### src/rtl/div_sched.sv
// Round-robin sequencer in front of the shared unsigned divider: handles RV32M
// DIV/DIVU/REM/REMU, resolving divide-by-zero and signed overflow without the divider.
module div_sched #(
  parameter int unsigned TIMEOUT = 64
) (
  input  logic        clk,
  input  logic        reset,
  input  logic        req0_valid,
  output logic        req0_ready,
  input  logic [1:0]  req0_op,
  input  logic [31:0] req0_a,
  input  logic [31:0] req0_b,
  input  logic        req1_valid,
  output logic        req1_ready,
  input  logic [1:0]  req1_op,
  input  logic [31:0] req1_a,
  input  logic [31:0] req1_b,
  output logic        resp_valid,
  output logic        resp_id,
  output logic [31:0] resp_data,
  output logic        resp_err,
  output logic        div_start,
  output logic        div_reset,
  output logic [31:0] div_a,
  output logic [31:0] div_b,
  input  logic [31:0] div_q,
  input  logic [31:0] div_r,
  input  logic        div_ok,
  input  logic        div_err
);

  localparam int unsigned CW = (TIMEOUT > 1) ? $clog2(TIMEOUT) : 1;

  typedef enum logic [1:0] {IDLE, RUN, RESP} state_t;

  state_t      state, state_nx;
  logic        last;
  logic        grant_any, grant1;
  logic [1:0]  sel_op;
  logic [31:0] sel_a, sel_b;
  logic        sel_signed, sel_local;
  logic [31:0] local_res, mag_a, mag_b;
  logic [1:0]  op_r;
  logic        a_neg, b_neg;
  logic [CW-1:0] cnt;
  logic        abort;
  logic        rst_pulse;
  logic [31:0] q_fix, r_fix, div_res;

  // last holds the id granted most recently; reset value 1 makes req0 win the first tie
  always_comb begin
    grant_any = req0_valid | req1_valid;
    if (req0_valid && req1_valid) grant1 = ~last;
    else                          grant1 = req1_valid;
  end

  assign req0_ready = (state == IDLE) & grant_any & ~grant1;
  assign req1_ready = (state == IDLE) & grant1;

  always_comb begin
    sel_op     = grant1 ? req1_op : req0_op;
    sel_a      = grant1 ? req1_a  : req0_a;
    sel_b      = grant1 ? req1_b  : req0_b;
    sel_signed = ~sel_op[0];
    sel_local  = (sel_b == '0) ||
                 (sel_signed && sel_a == 32'h8000_0000 && sel_b == '1);
    if (sel_b == '0) local_res = sel_op[1] ? sel_a : '1;
    else             local_res = sel_op[1] ? '0 : 32'h8000_0000;
    mag_a = (sel_signed && sel_a[31]) ? -sel_a : sel_a;
    mag_b = (sel_signed && sel_b[31]) ? -sel_b : sel_b;
  end

  always_comb begin
    q_fix   = (~op_r[0] && (a_neg ^ b_neg)) ? -div_q : div_q;
    r_fix   = (~op_r[0] && a_neg) ? -div_r : div_r;
    div_res = op_r[1] ? r_fix : q_fix;
  end

  always_comb begin
    state_nx = state;
    abort    = 1'b0;
    case (state)
      IDLE: if (grant_any) state_nx = sel_local ? RESP : RUN;
      RUN: begin
        if (div_ok) begin
          state_nx = RESP;
        end else if (div_err || cnt == CW'(TIMEOUT - 1)) begin
          state_nx = RESP;
          abort    = 1'b1;
        end
      end
      RESP:    state_nx = IDLE;
      default: state_nx = IDLE;
    endcase
  end

  always_ff @(posedge clk) begin
    if (reset) begin
      state     <= IDLE;
      last      <= 1'b1;
      resp_id   <= 1'b0;
      resp_data <= '0;
      resp_err  <= 1'b0;
      div_a     <= '0;
      div_b     <= '0;
      op_r      <= '0;
      a_neg     <= 1'b0;
      b_neg     <= 1'b0;
      cnt       <= '0;
      rst_pulse <= 1'b0;
    end else begin
      state     <= state_nx;
      rst_pulse <= 1'b0;
      case (state)
        IDLE: begin
          if (grant_any) begin
            last     <= grant1;
            resp_id  <= grant1;
            resp_err <= 1'b0;
            op_r     <= sel_op;
            a_neg    <= sel_a[31];
            b_neg    <= sel_b[31];
            cnt      <= '0;
            if (sel_local) begin
              resp_data <= local_res;
            end else begin
              div_a <= mag_a;
              div_b <= mag_b;
            end
          end
        end
        RUN: begin
          if (div_ok) begin
            resp_data <= div_res;
          end else if (abort) begin
            resp_data <= '0;
            resp_err  <= 1'b1;
            rst_pulse <= 1'b1;
          end else begin
            cnt <= cnt + CW'(1);
          end
        end
        default: ;
      endcase
    end
  end

  assign resp_valid = (state == RESP);
  assign div_start  = (state == RUN);
  assign div_reset  = reset | rst_pulse;

endmodule
### config.mk
export PLATFORM = sky130hd
export DESIGN_NAME = div_sched
export DESIGN_NICKNAME = d
export VERILOG_FILES = /design/src/rtl/div_sched.sv
export SDC_FILE = /design/constraint.sdc
export NUM_CORES = 1
export LEC_CHECK = 0
export BUFFER_PORTS_ARGS = -buffer_cell sky130_fd_sc_hd__buf_2
export CORE_MARGIN = 2
export CORE_UTILIZATION = 50
export DETAILED_ROUTE_END_ITERATION = 10
export GPL_ROUTABILITY_DRIVEN = 0
export PLACE_DENSITY = 0.78
export SLEW_MARGIN = 15
export SYNTH_ARGS = -nofsm -noshare
export SYNTH_HDL_FRONTEND = slang
export SYNTH_SLANG_ARGS = --single-unit
export TNS_END_PERCENT = 20
### constraint.sdc
create_clock -name clk -period 5 [get_ports clk]
set_clock_uncertainty 0.15 [all_clocks]
set_input_delay 0.75 -clock clk [delete_from_list [all_inputs] [get_ports clk]]
set_output_delay 0.75 -clock clk [all_outputs]
set_load 0.02 [all_outputs]
=== Word-level counts from Yosys, hierarchy flattened ===
Cells that the tools add are included.

* Bitwise logic cells: 12
* Multiplexer cells: 34
* Equality and inequality tests: 12
* Reductions and logical operators: 19
* $add $sub $neg: 5

{| class="wikitable"
|+ Operators by type and width
! operator !! count
|-
| 32-bit two-way mux || 14
|-
| 32-bit negation || 4
|-
| 32-bit == test, second input constant || 2
|-
| 32-bit case mux with 2 select lines || 1
|-
| 32-bit zero test || 1
|-
| 6-bit two-way mux || 3
|-
| 6-bit case mux with 2 select lines || 1
|-
| 4-bit AND reduction || 3
|-
| 2-bit two-way mux || 5
|-
| 1-bit two-way mux || 8
|-
| 2-bit inequality test, second input constant || 4
|-
| 1-bit logical AND || 7
|-
| 6-bit by 1-bit adder with 6-bit output, second input constant || 1
|-
| 6-bit == test, second input constant || 1
|-
| 3-bit by 1-bit inequality test with 1-bit output, second input constant || 2
|-
| 1-bit NOT || 6
|-
| 2-bit case mux with 2 select lines || 1
|-
| 2-bit AND reduction || 2
|-
| 1-bit bitwise AND || 3
|-
| 3-bit AND reduction || 1
|-
| 3-bit OR reduction || 1
|-
| 2-bit by 1-bit == test with 1-bit output, second input constant || 1
|-
| 2-bit == test, second input constant || 1
|-
| 2-bit zero test || 1
|-
| other kinds (6) || 8
|}

* Bits of input ports: 202
* Flip-flop bits (word level): 112
* Logic and storage cells: 94

=== Depth between registers and ports, before layout ===
* Depth in word-level cells: 10
* Mapped depth: 17
* Mapped depth without buffers: 11

=== Worst setup path before layout ===
No wires, ideal clock.

* Kind: input -> register
* Start point: in req1_valid
* End point: reg div_b[25]
* Arrival: 3,931 ps
* Required time: 4,728 ps
* Path slack: 797 ps
* Library setup time: 122 ps
* Stages: 15
* Cells stage by stage: a21boi_1 > buf_2 > buf_4 > buf_2 > buf_1 > mux2i_1 > ha_1 > nor2b_1 > nand4_1 > a2bb2o_4 > nor4_4 > nand3b_1 > buf_4 > nor4_1 > a311o_1

* Longest elaborated chain between the ends: 9
* Elaborated cells between the ends (all ways): 18

{| class="wikitable"
|+ Ends and longest elaborated chain
! element !! line !! source
|-
| start, declared || 13 || <nowiki>input logic req1_valid,</nowiki>
|-
| branches (longest 9 deep; another with 32-bit negation) || - ||
|-
| end signal, assigned || 128 || <nowiki>div_b <= mag_b;</nowiki>
|-
| end, declared || 25 || <nowiki>output logic [31:0] div_b,</nowiki>
|}

Several ways; the timed one is not identified.
A chain may end at the register's enable or synchronous reset.

=== Worst setup path after layout ===
* Start point: in req0_valid
* End point: reg div_b[14]

* Longest elaborated chain between the ends: 9
* Elaborated cells between the ends (all ways): 18

{| class="wikitable"
|+ Ends and longest elaborated chain
! element !! line !! source
|-
| start, declared || 8 || <nowiki>input logic req0_valid,</nowiki>
|-
| branches (longest 9 deep; another with 32-bit negation) || - ||
|}

Several ways; the timed one is not identified.

==> reports/qor.yml <==
setup_path:
  path_max_fanout: 22
  cp-start-kind: "input pin"
  crit_type: "input pin to flop"
  path_delay_family: "simple AND/OR/NAND/NOR gates"
  endpoint_kind: "flop"
  critPathSlowestCell: "o22a_1"
  required_ns: 5.10
  crit_chain: "buf_2, a21boi_4, mux2i_2, ha_1, nor4b_1, o22a_1, nand2_1, nand3b_1, buf_4, nor2_1, o21a_1"
  critPathBufInv: 2
  worst-endpoint-arrival_ns: 4.23
  slowest_delay_ns: 0.54
finish:
  fin_nets: 1692
  drive_gt1_share_pct: 25.1
  stdcell_count: 1727
  area_growth_pct: 21.3
worst_hold_path:
  hold_class: "flop to flop"
timing:
  slew-limit-headroom_pct: 30.3
  setup_violations: 0
  finalHoldViolations: 0
  fin_crit_ns: 4.13
  rsz0062_at_grt: "false"
  fmax_mhz: 242
  tightestPinTransition_ns: 1.04
  worst_slack_ns: 0.869
  finalCritPeriodShare_pct: 82.6
  whs_ns: 0.301
  slew_viol_final: 0
  final.setup.tns_ns: 0
logic_synthesis:
  ys_seq_area_share_pct: 24.6
  synth_top_family_by_area: "simple AND/OR/NAND/NOR gates"
  yosys_register_bits: 112
  synthArstFlopShare_pct: 0
  syn_area_per_cell_sq_um: 7.38
  synth_nets: 1441
  synthSimpleGateAreaFrac_pct: 29.0
  synth_largest_area_cell: "dfxtp_1"
  synthAdderAreaFrac_pct: 0.825
  syn_inst: 1233
  synth_warnings: 0
  synthTopCellsByArea: "dfxtp_1, mux2i_1, xnor2_1"
  synth_top_flop_cell: "dfxtp_1"
  synth.top_cell.area_share_pct: 24.6
  ys_types: 70
  yosys.area_share.xor_xnor_pct: 11.5
  netlist_area_sq_mm: 0.00910
  synth-compound-area-share_pct: 20.3
  synth_edf_count: 0
  synth.area.mux_share_pct: 8.90
floorplanning:
  die_area_sq_mm: 0.0193
  die_h_um: 139
  start_util_pct: 50.8
  core_sq_mm: 0.0179
  die_x_um: 139
  rows: 49
  ioPinCount: 305
route:
  routed_wl_mm: 33.4
  via_per_inst: 6.17
  num_vias: 10700
  drt.antenna.violating_nets: 0
  firstDrtPassIters: 7
  detail_route.iter0.violations: 1069
  post_drt_wl_per_cell_um: 19.3
  drc: 0
grt:
  grt_pass1_wl_mm: 51.7
  grt_usage_pct: 32.7
  antenna_found_initial: 8
  first_global_vias: 9846
  overflow: 0
  grt_max_degree: 65
placement:
  io_buffers: 304
  pre_cts_slack_ns: 0.615
  post-place-cells: 1702
  post-dp-hpwl_mm: 26.0
clock_network:
  cts.clk_slew.worst_paths_ns: 0.08
  post-cts-setup-buffer-count: 0
  clk_latency_ns: 0.36
  cts_root_buffer: "clkbuf_16"
  cts_resized: 0
  htree_levels: 3
  clock_sinks: 112
  postCtsHoldBufs: 0
  cts_buffers: 9
  clockBufferDepth: 2
  cts_tree: "built"
pwr:
  p_switching_mw: 1.15
  combPwrFrac_pct: 38.9
  p_per_area_mw_per_mm2: 271
  ir_drop_mv: 0.154
  p_clk_share_pct: 25.9
  p_leak_nw: 4.73
  p_int_mw: 1.84
  power_frac_seq_pct: 35.2
  power.share.switching_pct: 38.4
run_status:
  status: "finished, final reports clean"
run:
  cap_viol_max_count: 0
cell families (layout without fill, tap and decap cells):
group / count (synthesis) / count (layout)
adder cells (fa/ha/maj): 6 / 6
flip-flops: 112 / 112
AO/OA/AOI/OAI: 292 / 292
multiplexers: 80 / 80
other: 0 / 9
buffers and inverters: 101 / 357
XOR/XNOR: 119 / 119
AND/OR/NAND/NOR: 523 / 523
layout make-up:
type                       instances  area, sq um
antenna                            9         22.5
clock buffer                      11          253
clock inverter                     5         62.6
fill                            1644         6870
inverter                          18         67.6
multi-input combinational       1020         6430
sequential                       112         2240
tap                              229          287
timing repair buffer             323         1670
cell usage after synthesis (5+ instances only):
master and count:
nand2_1 151, nor2_1 115, dfxtp_1 112, a21oi_1 108, nor3_1 79, mux2i_1 75
xnor2_1 68, xor2_1 51, clkbuf_1 49, a31oi_1 35, nor4_1 34, o21ai_0 31
a211oi_1 30, nand4_1 25, nand3_1 22, buf_2 20, or3_1 19, inv_1 18
o31ai_1 16, a41oi_1 10, or4_1 10, and4_1 9, buf_4 9, nor2b_1 9
nand2b_1 8, o21ai_1 8, or2_2 8, a22oi_1 6, and3_1 6, ha_1 6
o2bb2ai_1 6, nor4_2 5, o211ai_1 5, o21a_1 5, o22ai_1 5
placed cells by master, fill, tap and decap left out, types with 5 or more instances in the layout:
cell type	n
buf_2	303
nand2_1	151
nor2_1	115
dfxtp_1	112
a21oi_1	108
nor3_1	78
mux2i_1	75
xnor2_1	68
xor2_1	51
a31oi_1	35
nor4_1	34
o21ai_0	31
a211oi_1	30
nand4_1	25
nand3_1	22
buf_4	20
or3_1	19
inv_1	18
o31ai_1	16
or4_1	10
a41oi_1	10
diode_2	9
nor2b_1	9
and4_1	9
clkbuf_16	9
nand2b_1	8
or2_2	8
o21ai_1	8
a22oi_1	6
o2bb2ai_1	6
and3_1	6
ha_1	6
nor4_2	5
o22ai_1	5
o21a_1	5
o211ai_1	5
layer usage:
layer / share of wire [%] / wire (um) / global-route usage [%] / vias up
met5: 0.039 / 13 / 0 / -
met2: 45 / 15100 / 51.9 / 596
met4: 4.3 / 1440 / 15.9 / 2
met3: 10 / 3380 / 6.73 / 102
li1: - / - / - / 5004
met1: 40 / 13500 / 42.5 / 4958
state kept, by name, summed over array words and instances (netlist names):
name and cells:
state 2, last 1, div_b 32, op_r 2
resp_err 1, resp_id 1, resp_data 32, rst_pulse 1
cnt 6, div_a 32, b_neg 1, a_neg 1
metrics by stage:
step / cell area [sq um] / util [%] / total power [mW]
after floorplan: 9100 / - / 1.82
after global placement: 10700 / 59.7 / 2.19
after detailed placement: 10700 / 59.7 / 2.21
after CTS: 11000 / 61.5 / 2.97
after global routing: 11000 / 61.6 / 3.13
final: 11000 / 61.6 / 2.99
worst paths after layout:
| path | start | to | slack [ns] | cells past startpoint |
|---|---|---|---|---|
| worst max-delay path | req0_valid | div_b[14] | 0.87 | 11 |
| worst max register to register | last | div_b[14] | 1.05 | 10 |
| worst min-delay path | div_b[10] | div_b[10] | 0.30 | 2 |
| worst min register to register | div_b[10] | div_b[10] | 0.30 | 2 |
power by group through the flow:
stage	Combinational (mW)	Clock [mW]	Sequential [mW]
2_1_floorplan	0.664	0	1.15
3_3_place_gp	1.12	0	1.07
3_5_place_dp	1.14	0	1.07
4_1_cts	1.15	0.773	1.05
5_1_grt	1.26	0.810	1.06
6_report	1.16	0.773	1.05
worst reg2reg max path, stage by stage, from the launching register on:
cell      delay, ns
dfxtp_1        0.35
a21boi_4       0.31
mux2i_2        0.48
ha_1           0.33
nor4b_1        0.40
o22a_1         0.54
nand2_1        0.18
nand3b_1       0.47
buf_4          0.36
nor2_1         0.09
o21a_1         0.18
No activity file was read; power rests on OpenSTA's default activity.
